===== src/rtl/route_mutator.sv =====
// Swap-mutation stage of the TSP GA pipeline: scans each city position once and randomly swaps it with an LFSR-picked position.
// Optional lifetime swap counter is built when ROUTE_MUTATOR_STATS_EN is defined.
module route_mutator #(
    parameter int          NUM_CITIES = 8,
    parameter int          CITY_W     = 3,
    parameter int          MUT_RATE   = 4,
    parameter logic [15:0] LFSR_SEED  = 16'hACE1
) (
    input  logic                         clk,
    input  logic                         rst_n,
    input  logic                         seed_load,
    input  logic [15:0]                  seed,
    input  logic                         in_valid,
    output logic                         in_ready,
    input  logic [NUM_CITIES*CITY_W-1:0] in_route,
    input  logic                         in_elite,
    output logic                         out_valid,
    input  logic                         out_ready,
    output logic [NUM_CITIES*CITY_W-1:0] out_route,
    output logic [CITY_W:0]              out_swaps,
    output logic                         busy,
    output logic [15:0]                  total_mut
);

    typedef enum logic [1:0] {
        ST_IDLE = 2'd0,
        ST_SCAN = 2'd1,
        ST_OUT  = 2'd2
    } state_t;

    localparam logic [15:0]       LFSR_MASK = 16'hB400;
    localparam logic [15:0]       ZERO_SEED_SUB = 16'hACE1;
    localparam logic [10:0]       MUT_THR   = 11'(MUT_RATE);
    localparam logic [CITY_W-1:0] POS_LAST  = CITY_W'(NUM_CITIES - 1);
    localparam logic [CITY_W-1:0] POS_ONE   = CITY_W'(1);
    localparam logic [CITY_W:0]   SWAP_ONE  = (CITY_W + 1)'(1);

    // Galois right-shift step; feedback applied when the bit shifted out is 1
    function automatic logic [15:0] lfsr_step(input logic [15:0] s);
        logic [15:0] n;
        n = {1'b0, s[15:1]};
        if (s[0]) begin
            n = n ^ LFSR_MASK;
        end else begin
            n = n;
        end
        return n;
    endfunction

    state_t                                state_r, state_nx;
    logic [15:0]                           lfsr_r, lfsr_nx;
    logic [NUM_CITIES-1:0][CITY_W-1:0]     route_r, route_nx;
    logic [CITY_W-1:0]                     pos_r, pos_nx;
    logic [CITY_W:0]                       swaps_r, swaps_nx;
    logic                                  in_ready_r, out_valid_r, busy_r;

    logic                                  hit_s;
    logic [CITY_W-1:0]                     j_s;
    logic [CITY_W-1:0]                     city_a_s, city_b_s;
    logic                                  accept_s, handshake_s;

    // Next-state and datapath update for the IDLE/SCAN/OUT sequence
    always_comb begin
        state_nx    = state_r;
        lfsr_nx     = lfsr_r;
        route_nx    = route_r;
        pos_nx      = pos_r;
        swaps_nx    = swaps_r;
        hit_s       = ({1'b0, lfsr_r[9:0]} < MUT_THR);
        j_s         = lfsr_r[15 -: CITY_W];
        city_a_s    = route_r[pos_r];
        city_b_s    = route_r[j_s];
        accept_s    = in_valid && in_ready_r;
        handshake_s = out_valid_r && out_ready;

        case (state_r)
            ST_IDLE: begin
                // A seed loaded alongside an accept is the one SCAN starts from
                if (seed_load) begin
                    if (seed == 16'h0000) begin
                        lfsr_nx = ZERO_SEED_SUB;
                    end else begin
                        lfsr_nx = seed;
                    end
                end else begin
                    lfsr_nx = lfsr_r;
                end
                if (accept_s) begin
                    route_nx = in_route;
                    pos_nx   = '0;
                    swaps_nx = '0;
                    if (in_elite) begin
                        state_nx = ST_OUT;
                    end else begin
                        state_nx = ST_SCAN;
                    end
                end else begin
                    state_nx = ST_IDLE;
                end
            end
            ST_SCAN: begin
                lfsr_nx = lfsr_step(lfsr_r);
                if (hit_s) begin
                    route_nx[pos_r] = city_b_s;
                    route_nx[j_s]   = city_a_s;
                    if (j_s != pos_r) begin
                        swaps_nx = swaps_r + SWAP_ONE;
                    end else begin
                        swaps_nx = swaps_r;
                    end
                end else begin
                    route_nx = route_r;
                end
                pos_nx = pos_r + POS_ONE;
                if (pos_r == POS_LAST) begin
                    state_nx = ST_OUT;
                end else begin
                    state_nx = ST_SCAN;
                end
            end
            ST_OUT: begin
                if (handshake_s) begin
                    state_nx = ST_IDLE;
                end else begin
                    state_nx = ST_OUT;
                end
            end
            default: begin
                state_nx = ST_IDLE;
            end
        endcase
    end

    // State, datapath registers and handshake flags registered from the next state
    always_ff @(posedge clk or negedge rst_n) begin
        if (!rst_n) begin
            state_r     <= ST_IDLE;
            lfsr_r      <= LFSR_SEED;
            route_r     <= '0;
            pos_r       <= '0;
            swaps_r     <= '0;
            in_ready_r  <= 1'b1;
            out_valid_r <= 1'b0;
            busy_r      <= 1'b0;
        end else begin
            state_r     <= state_nx;
            lfsr_r      <= lfsr_nx;
            route_r     <= route_nx;
            pos_r       <= pos_nx;
            swaps_r     <= swaps_nx;
            in_ready_r  <= (state_nx == ST_IDLE);
            out_valid_r <= (state_nx == ST_OUT);
            busy_r      <= (state_nx != ST_IDLE);
        end
    end

    assign in_ready  = in_ready_r;
    assign out_valid = out_valid_r;
    assign busy      = busy_r;
    assign out_route = route_r;
    assign out_swaps = swaps_r;

`ifdef ROUTE_MUTATOR_STATS_EN
    // Saturating accumulate so the lifetime count never wraps
    function automatic logic [15:0] sat_add(input logic [15:0] a, input logic [CITY_W:0] b);
        logic [16:0] sum;
        sum = {1'b0, a} + 17'(b);
        if (sum[16]) begin
            return 16'hFFFF;
        end else begin
            return sum[15:0];
        end
    endfunction

    logic [15:0] total_mut_r;

    // Lifetime swap counter, bumped on each output handshake
    always_ff @(posedge clk or negedge rst_n) begin
        if (!rst_n) begin
            total_mut_r <= 16'h0000;
        end else if (handshake_s) begin
            total_mut_r <= sat_add(total_mut_r, swaps_r);
        end else begin
            total_mut_r <= total_mut_r;
        end
    end

    assign total_mut = total_mut_r;
`else
    assign total_mut = 16'h0000;
`endif

endmodule


===== config.mk =====
export PLATFORM = sky130hd
export DESIGN_NAME = route_mutator
export DESIGN_NICKNAME = d
export VERILOG_FILES = /design/src/rtl/route_mutator.sv
export SDC_FILE = /design/constraint.sdc
export NUM_CORES = 1
export LEC_CHECK = 0
export CAP_MARGIN = 25
export CORE_AREA = 4 4 123 125
export CTS_CLUSTER_DIAMETER = 200
export DETAILED_ROUTE_END_ITERATION = 10
export DIE_AREA = 0 0 127 129
export HOLD_SLACK_MARGIN = 0.03
export MAX_ROUTING_LAYER = met4
export PLACE_DENSITY = 0.55
export SLEW_MARGIN = 20
export SYNTH_ARGS = -nofsm -noshare
export SYNTH_HDL_FRONTEND = slang
export SYNTH_SLANG_ARGS = --single-unit

===== constraint.sdc =====
create_clock -name clk -period 4.9 [get_ports clk]
set_clock_uncertainty 0.05 [all_clocks]
set_input_delay 0.98 -clock clk [delete_from_list [all_inputs] [get_ports clk]]
set_output_delay 0.98 -clock clk [all_outputs]
set_load 0.05 [all_outputs]

Yosys cells after proc, flatten, opt, wreduce, memory -nomap -nowiden
Cells that the tools add are included.

Register bits after elaboration: 52. Input bits: 46. Output and inout port bits: 47. Logic and storage cells: 73.

$add $sub $neg: 2. Magnitude comparators: 5. Equality and inequality tests: 9. Mux-type cells: 28. Bitwise operators: 1. Reductions and logical operators: 13.

Operator list (number): bitwise mux 24 bit (2); 2-to-1 mux 16 bit (3); 2-to-1 mux 24 bit (2); case mux 24 bit (2 select lines) (1); case mux 16 bit (2 select lines) (1); binary-select mux 3 bit (select 3 bit) (2); demux 3 bit (select 3 bit) (2); logical NOT 16 bit (1); 2-to-1 mux 3 bit (5); 2-to-1 mux 4 bit (3); less-than comparator 10 x 3 -> 1 bit (second input constant) (1); less-than comparator 3 x 4 -> 1 bit (second input constant) (2); 2-to-1 mux 2 bit (4); != test 2 bit (second input constant) (4); case mux 4 bit (2 select lines) (1); >= comparator 3 x 1 -> 1 bit (second input constant) (2); case mux 2 bit (3 select lines) (1); case mux 3 bit (2 select lines) (1); adder 4 x 1 -> 4 bit (second input constant) (1); equality test 2 bit (second input constant) (2); logical AND 1 bit (4); logical NOT 2 bit (2); inverter 3 -> 4 bit (1); AND reduction 2 bit (2); 7 further kinds (8).

Logic depth before layout (Yosys ltp)
Gate-level depths: netlist (run 1).

Depth after elaboration: 8. Gate-level depth with buffers: 8. Gate-level depth less buffers: 6.

Least setup slack after synthesis (run 1)
OpenSTA, ideal clock, no wires.

Kind: input -> register. Start: input seed[3]. End: register lfsr_r[12]. Library setup time: 133 ps. Arrival: 1998 ps. Data required time: 4717 ps. Path slack: 2719 ps. Stages: 6. Buffers on the path: 1. Cell sequence: nor4_1 > a41o_1 > clkbuf_1 > inv_1 > a22oi_1 > o21ai_0.

Word-level cells in the longest chain between the ends: 4.

RTL lines: start, declared (line 12) `input logic [15:0] seed,`; logical NOT 16 bit (line 80) `if (seed == 16'h0000) begin`; 2-to-1 mux 16 bit (line 80); 2-to-1 mux 16 bit (line 79) `if (seed_load) begin`; case mux 16 bit (2 select lines) (line 76) `case (state_r)`; end signal, assigned (line 147) `lfsr_r <= lfsr_nx;`; end, declared (line 51) `logic [15:0] lfsr_r, lfsr_nx;`.

No other way between the ends. The select of a mux whose other input is x is not followed. A chain may end at the register's enable or synchronous reset.

Worst setup path after layout (run 1)
Start: register pos_r[0]. End: register route_r, in the netlist out_route[18].

Word-level cells in the longest chain between the ends: 8. Elaborated cells between the ends (all ways): 11. Those cells by class: 2 x order compare; 8 x mux; 1 x reduce/logical.

RTL lines: start, declared (line 53) `logic [CITY_W-1:0] pos_r, pos_nx;`; start signal, assigned (line 149) `pos_r <= pos_nx;`; less-than comparator 3 x 4 -> 1 bit (implied by the code) / >= comparator 3 x 1 -> 1 bit (equally long branches) (line 104) `route_nx[pos_r] = city_b_s;`; logical AND 1 bit (implied by the code) (line 104); 2-to-1 mux 3 bit (implied by the code) (line 104); demux 3 bit (select 3 bit) (line 104); bitwise mux 24 bit (line 104); bitwise mux 24 bit (*) (line 105) `route_nx[j_s] = city_a_s;`; 2-to-1 mux 24 bit (*) (line 103) `if (hit_s) begin`; case mux 24 bit (2 select lines) (*) (line 76); end signal, assigned (line 148) `route_r <= route_nx;`; end, declared (line 52) `logic [NUM_CITIES-1:0][CITY_W-1:0] route_r, route_nx;`.

Every way passes the cells marked *; elsewhere a longest branch is shown, timed or not. The select of a mux whose other input is x is not followed.

==> results of run 1 <==
## through the flow
| step | power (mW) | worst slack (ns) |
|---|---|---|
| finish | 3.32 | 2.10 |
| global route | 3.56 | 1.99 |
| CTS | 3.32 | 2.02 |
| detailed placement | 2.95 | 2.03 |
| global placement | 2.93 | 2.06 |
| floorplan | 2.36 | 2.72 |
## where the power goes
part           total (mW)  switching (mW)  internal [mW]  leakage, nW
clock network       0.366           0.162          0.204       0.0701
registers            1.01           0.350          0.658        0.638
logic                1.94            1.21          0.733         1.13
## sequential cells by signal, indices dropped and copies added, names as in the netlist
name       count
out_route     24
lfsr_r        16
out_swaps      4
pos_r          3
state_r        2
busy           1
in_ready       1
out_valid      1
## placed cells by master, fill, tap and decap left out, types with 3 or more instances in the layout
master and n:
clkdlybuf4s50_1 75, nor2_1 54, dfrtp_1 43, nand2_1 41
mux2i_1 21, o21ai_0 20, o31ai_1 17, o221ai_1 16
a22o_1 16, conb_1 16, inv_1 12, nand3_1 12
o22ai_1 11, dfstp_2 9, nor3_1 8, nand2b_1 8
a221oi_1 8, xor2_1 5, clkbuf_16 5, buf_4 5
and3_1 4, nor4_1 4, a22oi_1 3, or3_1 3
xnor2_1 3, and2_1 3, ha_1 3
## worst paths after layout
check | from | endpoint | slack [ns] | cells past startpoint
max in group asynchronous | rst_n | out_route[0]$_DFFE_PN0P_ | 3.59 | 2
min in group asynchronous | rst_n | lfsr_r[8]$_DFFE_PN0P_ | 0.75 | 2
hold reg to reg | lfsr_r[1]$_DFFE_PN0P_ | lfsr_r[1]$_DFFE_PN0P_ | 0.43 | 2
hold / removal | lfsr_r[1]$_DFFE_PN0P_ | lfsr_r[1]$_DFFE_PN0P_ | 0.43 | 2
setup / recovery | pos_r[0]$_DFFE_PN0P_ | out_route[18]$_DFFE_PN0P_ | 2.10 | 6
setup reg to reg | pos_r[0]$_DFFE_PN0P_ | out_route[18]$_DFFE_PN0P_ | 2.10 | 6
## final cells by class
class / instances / area (um^2) / area share
repair buffers: 82 / 798 / 0.179
flip-flops and latches: 52 / 1310 / 0.294
well taps: 180 / 225 / 0.0505
clock inverters: 1 / 7.51 / 0.00168
inverters: 12 / 45.0 / 0.0101
clock buffers: 7 / 143 / 0.0320
multi-input cells: 306 / 1930 / 0.433
## metal layers
metal | vias to the layer above | wire (um)
met1 | 1553 | 4690
li1 | 1564 | -
met3 | 8 | 615
met5 | - | 0
met2 | 91 | 5130
met4 | 0 | 94
## critical path, delay by kind of cell, from the launching register on
kind / cells / cell delay, ns
flops: 1 / 0.91
buf+inv: 1 / 0.29
mux: 1 / 0.29
compound gates: 4 / 1.13
## cell families (layout without fill, tap and decap cells)
| kind of cell | count (synthesis) | in the layout | share of synthesized area |
|---|---|---|---|
| AO/OA/AOI/OAI | 108 | 108 | 0.232 |
| AND/OR/NAND/NOR | 148 | 148 | 0.198 |
| buffers and inverters | 54 | 102 | 0.0845 |
| XOR/XNOR | 8 | 8 | 0.0202 |
| adder cells (fa/ha/maj) | 3 | 3 | 0.0108 |
| other | 1 | 16 | 0.00108 |
| flip-flops | 52 | 52 | 0.379 |
| multiplexers | 23 | 23 | 0.0748 |
==> results.json, run 1 <==
{
  "cpPeakStageDelay_ns": 0.91,
  "root_buffer": "clkbuf_16",
  "clockBufferDepth": 2,
  "critPathLaunchType": "flop",
  "antenna_left": 0,
  "grt.total_usage": 0.132,
  "num_io_pins": 93,
  "diodes": 0,
  "critPathKind": "flop to flop",
  "drt_iter0_drc": 223,
  "cts.reportedPaths.clkPinSlew_ns": 0.07,
  "overflow": 0,
  "initial_utilization": 0.250,
  "drive_above_1_share": 0.0609,
  "synth_edf_count": 0,
  "synth_common_cells": "nor2_1 (54), dfrtp_1 (43), nand2_1 (41)",
  "final_cell_area_um2": 4460,
  "final_nets": 508,
  "post_cts_buffers": 0,
  "wire_per_inst_um": 16.4,
  "synthCells": 397,
  "place_area_um2": 4310,
  "netlist_area_um2": 3460,
  "fmax_ghz": 0.357,
  "crit_path_top_delay_cell": "dfrtp_1",
  "clk_latency_ns": 0.29,
  "cts-hold-fix-buffers": 0,
  "p_leak_nw": 1.84,
  "synth_top_area_frac": 0.311,
  "setup_tns_ns": 0,
  "worst_pin_slew_ns": 0.885,
  "cp_max_fo": 24,
  "use_met1": 0.170,
  "antenna_found_initial": 0,
  "viasPerCell": 5.03,
  "cp-end-kind": "flop",
  "max-cap-violations": 0,
  "num_rows": 43,
  "synth_seq_cells": 52,
  "final_cells": 640,
  "grt_pass1_wl_mm": 17.1,
  "dpl.hpwl_mm": 7.75,
  "first_pass_iters": 4,
  "ys.flop_type": "dfrtp_1",
  "syn_avg_cell_area_um2": 8.73,
  "yosysSeqAreaShare": 0.379,
  "finalMaxSlewViolations": 0,
  "finalCritPeriodShare": 0.572,
  "grt_max_degree": 53,
  "routed_wl_mm": 10.5,
  "die_h_um": 129,
  "io_buffer_count": 76,
  "grt_pass1_vias": 3218,
  "status": "complete, no violations",
  "busiest_layer": "met2",
  "cp_data_arrival_time_ns": 2.94,
  "synthTopCellsByArea": "dfrtp_1 (31%), dfstp_2 (6.8%), mux2i_1 (6.1%)",
  "maxSlewHeadroom": 0.405,
  "synth-async-reset-ratio": 1.00,
  "hold_path_class": "flop to flop",
  "cts_made_buffers": 5,
  "die_w_um": 127,
  "setup_viol": 0,
  "hold_viol_final": 0,
  "gp_congestion": 0.832,
  "drc": 0,
  "synth_most_common_cell": "nor2_1",
  "fill_cells": 1475,
  "ctsHtreeMaxLevel": 2,
  "hold_slack_ns": 0.434,
  "placed_cells": 631,
  "synth_top_area_cell": "dfrtp_1",
  "via_count": 3216,
  "yosys_warnings": 0,
  "grt_setup_unrepaired": "no",
  "cts_tree": "built",
  "cp.required_ns": 5.03,
  "clock_sinks": 52,
  "syn_to_final_growth_pct": 28.8,
  "peakVddDrop_mv": 0.185,
  "core_area_um2": 13900,
  "gr-usage-met3": 0.0320,
  "ys_types": 53,
  "worstPathCellList": "mux2i_1, o21ai_1, a222oi_1, clkbuf_2, o221ai_1, a22o_1",
  "power_per_cell_area_nw_per_um2": 744,
  "dieArea_um2": 16400,
  "cts_resized": 0,
  "postLayoutCoreUtil": 0.321,
  "use_met2": 0.213,
  "post-route-min-period_ns": 2.80
}
Note: power is estimated with default switching activity, not from simulation.
==> run 2: changes to the inputs <==
--- a/config.mk
+++ b/config.mk
@@ -12,7 +12,7 @@
 export DIE_AREA = 0 0 127 129
 export HOLD_SLACK_MARGIN = 0.03
 export MAX_ROUTING_LAYER = met4
-export PLACE_DENSITY = 0.55
+export PLACE_DENSITY = 0.57
 export SLEW_MARGIN = 20
 export SYNTH_ARGS = -nofsm -noshare
 export SYNTH_HDL_FRONTEND = slang
==> constraint.sdc (replaced) <==
create_clock -name clk -period 2.5 [get_ports clk]
set_clock_uncertainty 0.05 [all_clocks]
set_input_delay 0.5 -clock clk [delete_from_list [all_inputs] [get_ports clk]]
set_output_delay 0.5 -clock clk [all_outputs]
set_load 0.05 [all_outputs]
==> results.json, run 2 (synthesis gave the netlist of run 1 again) <==
{
  "grt_setup_unrepaired": "no",
  "viasPerCell": 4.98,
  "final_cell_mix": "clkdlybuf4s50_1 (75), nor2_1 (54), dfrtp_1 (43), nand2_1 (41), buf_4 (29)",
  "die_w_um": 127,
  "grt_pass1_vias": 3424,
  "clock_sinks": 52,
  "setup_viol": 0,
  "drc": 0,
  "grt_max_degree": 33,
  "maxSlewHeadroom": 0.502,
  "dpl.hpwl_mm": 8.34,
  "gp_congestion": 0.829,
  "drt_iter0_drc": 213,
  "hold_viol_final": 0,
  "power_per_cell_area_nw_per_um2": 1480,
  "critPathLaunchType": "flop",
  "layout_commonest_cell": "clkdlybuf4s50_1",
  "via_count": 3308,
  "initial_utilization": 0.250,
  "overflow": 0,
  "ctsHtreeMaxLevel": 2,
  "critPathKind": "flop to flop",
  "cts.reportedPaths.clkPinSlew_ns": 0.07,
  "antenna_left": 0,
  "crit_path_top_delay_cell": "dfrtp_1",
  "clk_latency_ns": 0.29,
  "status": "complete, no violations",
  "largest_register_ffs": 24,
  "setup_tns_ns": 0,
  "cts_made_buffers": 5,
  "worst_pin_slew_ns": 0.740,
  "wire_per_inst_um": 16.4,
  "cp_data_arrival_time_ns": 2.35,
  "die_h_um": 129,
  "drive_above_1_share": 0.107,
  "peakVddDrop_mv": 0.423,
  "worstPathCellList": "buf_4, inv_1, a211oi_1, o21ai_1, a221oi_1, o31ai_1",
  "p_leak_nw": 1.98,
  "placed_cells": 653,
  "grt.total_usage": 0.137,
  "cpPeakStageDelay_ns": 0.71,
  "grt_pass1_wl_mm": 17.6,
  "cts_tree": "built",
  "dieArea_um2": 16400,
  "finalMaxSlewViolations": 0,
  "first_pass_iters": 5,
  "root_buffer": "clkbuf_16",
  "num_io_pins": 93,
  "final_nets": 532,
  "num_rows": 43,
  "io_buffer_count": 76,
  "hold_path_class": "flop to flop",
  "fmax_ghz": 0.445,
  "antenna_found_initial": 0,
  "final_cells": 664,
  "post-route-min-period_ns": 2.25,
  "cp.required_ns": 2.60,
  "clockBufferDepth": 2,
  "syn_to_final_growth_pct": 35.0,
  "cts_resized": 0,
  "finalCritPeriodShare": 0.898,
  "cp-end-kind": "flop",
  "core_area_um2": 13900,
  "routed_wl_mm": 10.9,
  "diodes": 0,
  "cp_max_fo": 15,
  "max-cap-violations": 0
}
## run 2: changes by cell type in the layout (fill, tap and decap cells not counted)
cell | before | now
o41ai_4 | 0 | 1
clkbuf_1 | 1 | 0
clkinv_2 | 0 | 1
buf_4 | 5 | 29
o41ai_2 | 1 | 0
clkbuf_2 | 1 | 0
bufinv_16 | 0 | 1
clkbuf_8 | 1 | 0
dlygate4sd3_1 | 0 | 1
## run 2: final timing paths
kind | from | to | slack (ns) | depth (start not counted)
worst max-delay path | pos_r[0]$_DFFE_PN0P_ | out_route[10]$_DFFE_PN0P_ | 0.25 | 6
worst min-delay path | lfsr_r[1]$_DFFE_PN0P_ | lfsr_r[1]$_DFFE_PN0P_ | 0.44 | 2
worst max register to register | pos_r[0]$_DFFE_PN0P_ | out_route[10]$_DFFE_PN0P_ | 0.25 | 6
worst min register to register | lfsr_r[1]$_DFFE_PN0P_ | lfsr_r[1]$_DFFE_PN0P_ | 0.44 | 2
max in group asynchronous | rst_n | lfsr_r[13]$_DFFE_PN1P_ | 1.24 | 3
min in group asynchronous | rst_n | lfsr_r[8]$_DFFE_PN0P_ | 0.53 | 2
## run 2: cell type report
class                   instances  area [um^2]
flip-flops and latches         52         1310
inverters                      12         45.0
clock buffers                   5          125
repair buffers                106          983
fillers                      1436         9210
multi-input cells             306         1940
well taps                     180          225
clock inverters                 3         42.5
## run 2: critical path: cells and delay by family (launching register included)
kind	cells	cell delay [ns]
AOI/OAI and AO/OA	4	1.00
DFF	1	0.71
buffers and inverters	2	0.35
## run 2: report_power, final
part | internal, mW | leakage [nW] | total [mW] | switching [mW]
Sequential | 1.29 | 0.638 | 1.90 | 0.606
Clock | 0.471 | 0.0798 | 0.793 | 0.322
Combinational | 1.70 | 1.26 | 4.25 | 2.55
## run 2: per-stage QoR
step	power (mW)	utilization	hold WS, ns	area [um^2]	worst slack [ns]
2_1_floorplan	4.63	-	0.154	3520	0.414
3_3_place_gp	6.05	0.322	0.311	4470	-0.276
3_5_place_dp	6.12	0.323	0.312	4480	0.0555
4_1_cts	6.94	0.336	0.446	4660	0.0453
5_1_grt	7.43	0.337	0.466	4680	0.0818
6_report	6.94	0.337	0.438	4680	0.254
## run 2: timing repair
item	in CTS	in global routing
endpoints found under the setup margin	0	15
endpoints found under the hold margin	5	0
hold buffers	1	0
setup buffers	0	2
## run 2: layer usage
layer,up-vias,global-route usage,share of wire
met5,-,-,0
met4,0,0.0454,0.019
met3,14,0.0274,0.049
met2,101,0.225,0.48
met1,1590,0.170,0.45
li1,1603,-,-
==> run 3: changes to the inputs <==
--- a/config.mk
+++ b/config.mk
@@ -5,6 +5,7 @@
 export SDC_FILE = /design/constraint.sdc
 export NUM_CORES = 1
 export LEC_CHECK = 0
+export ABC_CLOCK_PERIOD_IN_PS = 2500
 export CAP_MARGIN = 25
 export CORE_AREA = 4 4 123 125
 export CTS_CLUSTER_DIAMETER = 200
==> results of run 3 <==
The final DEF is identical to that of run 2; final timing and power are the same.
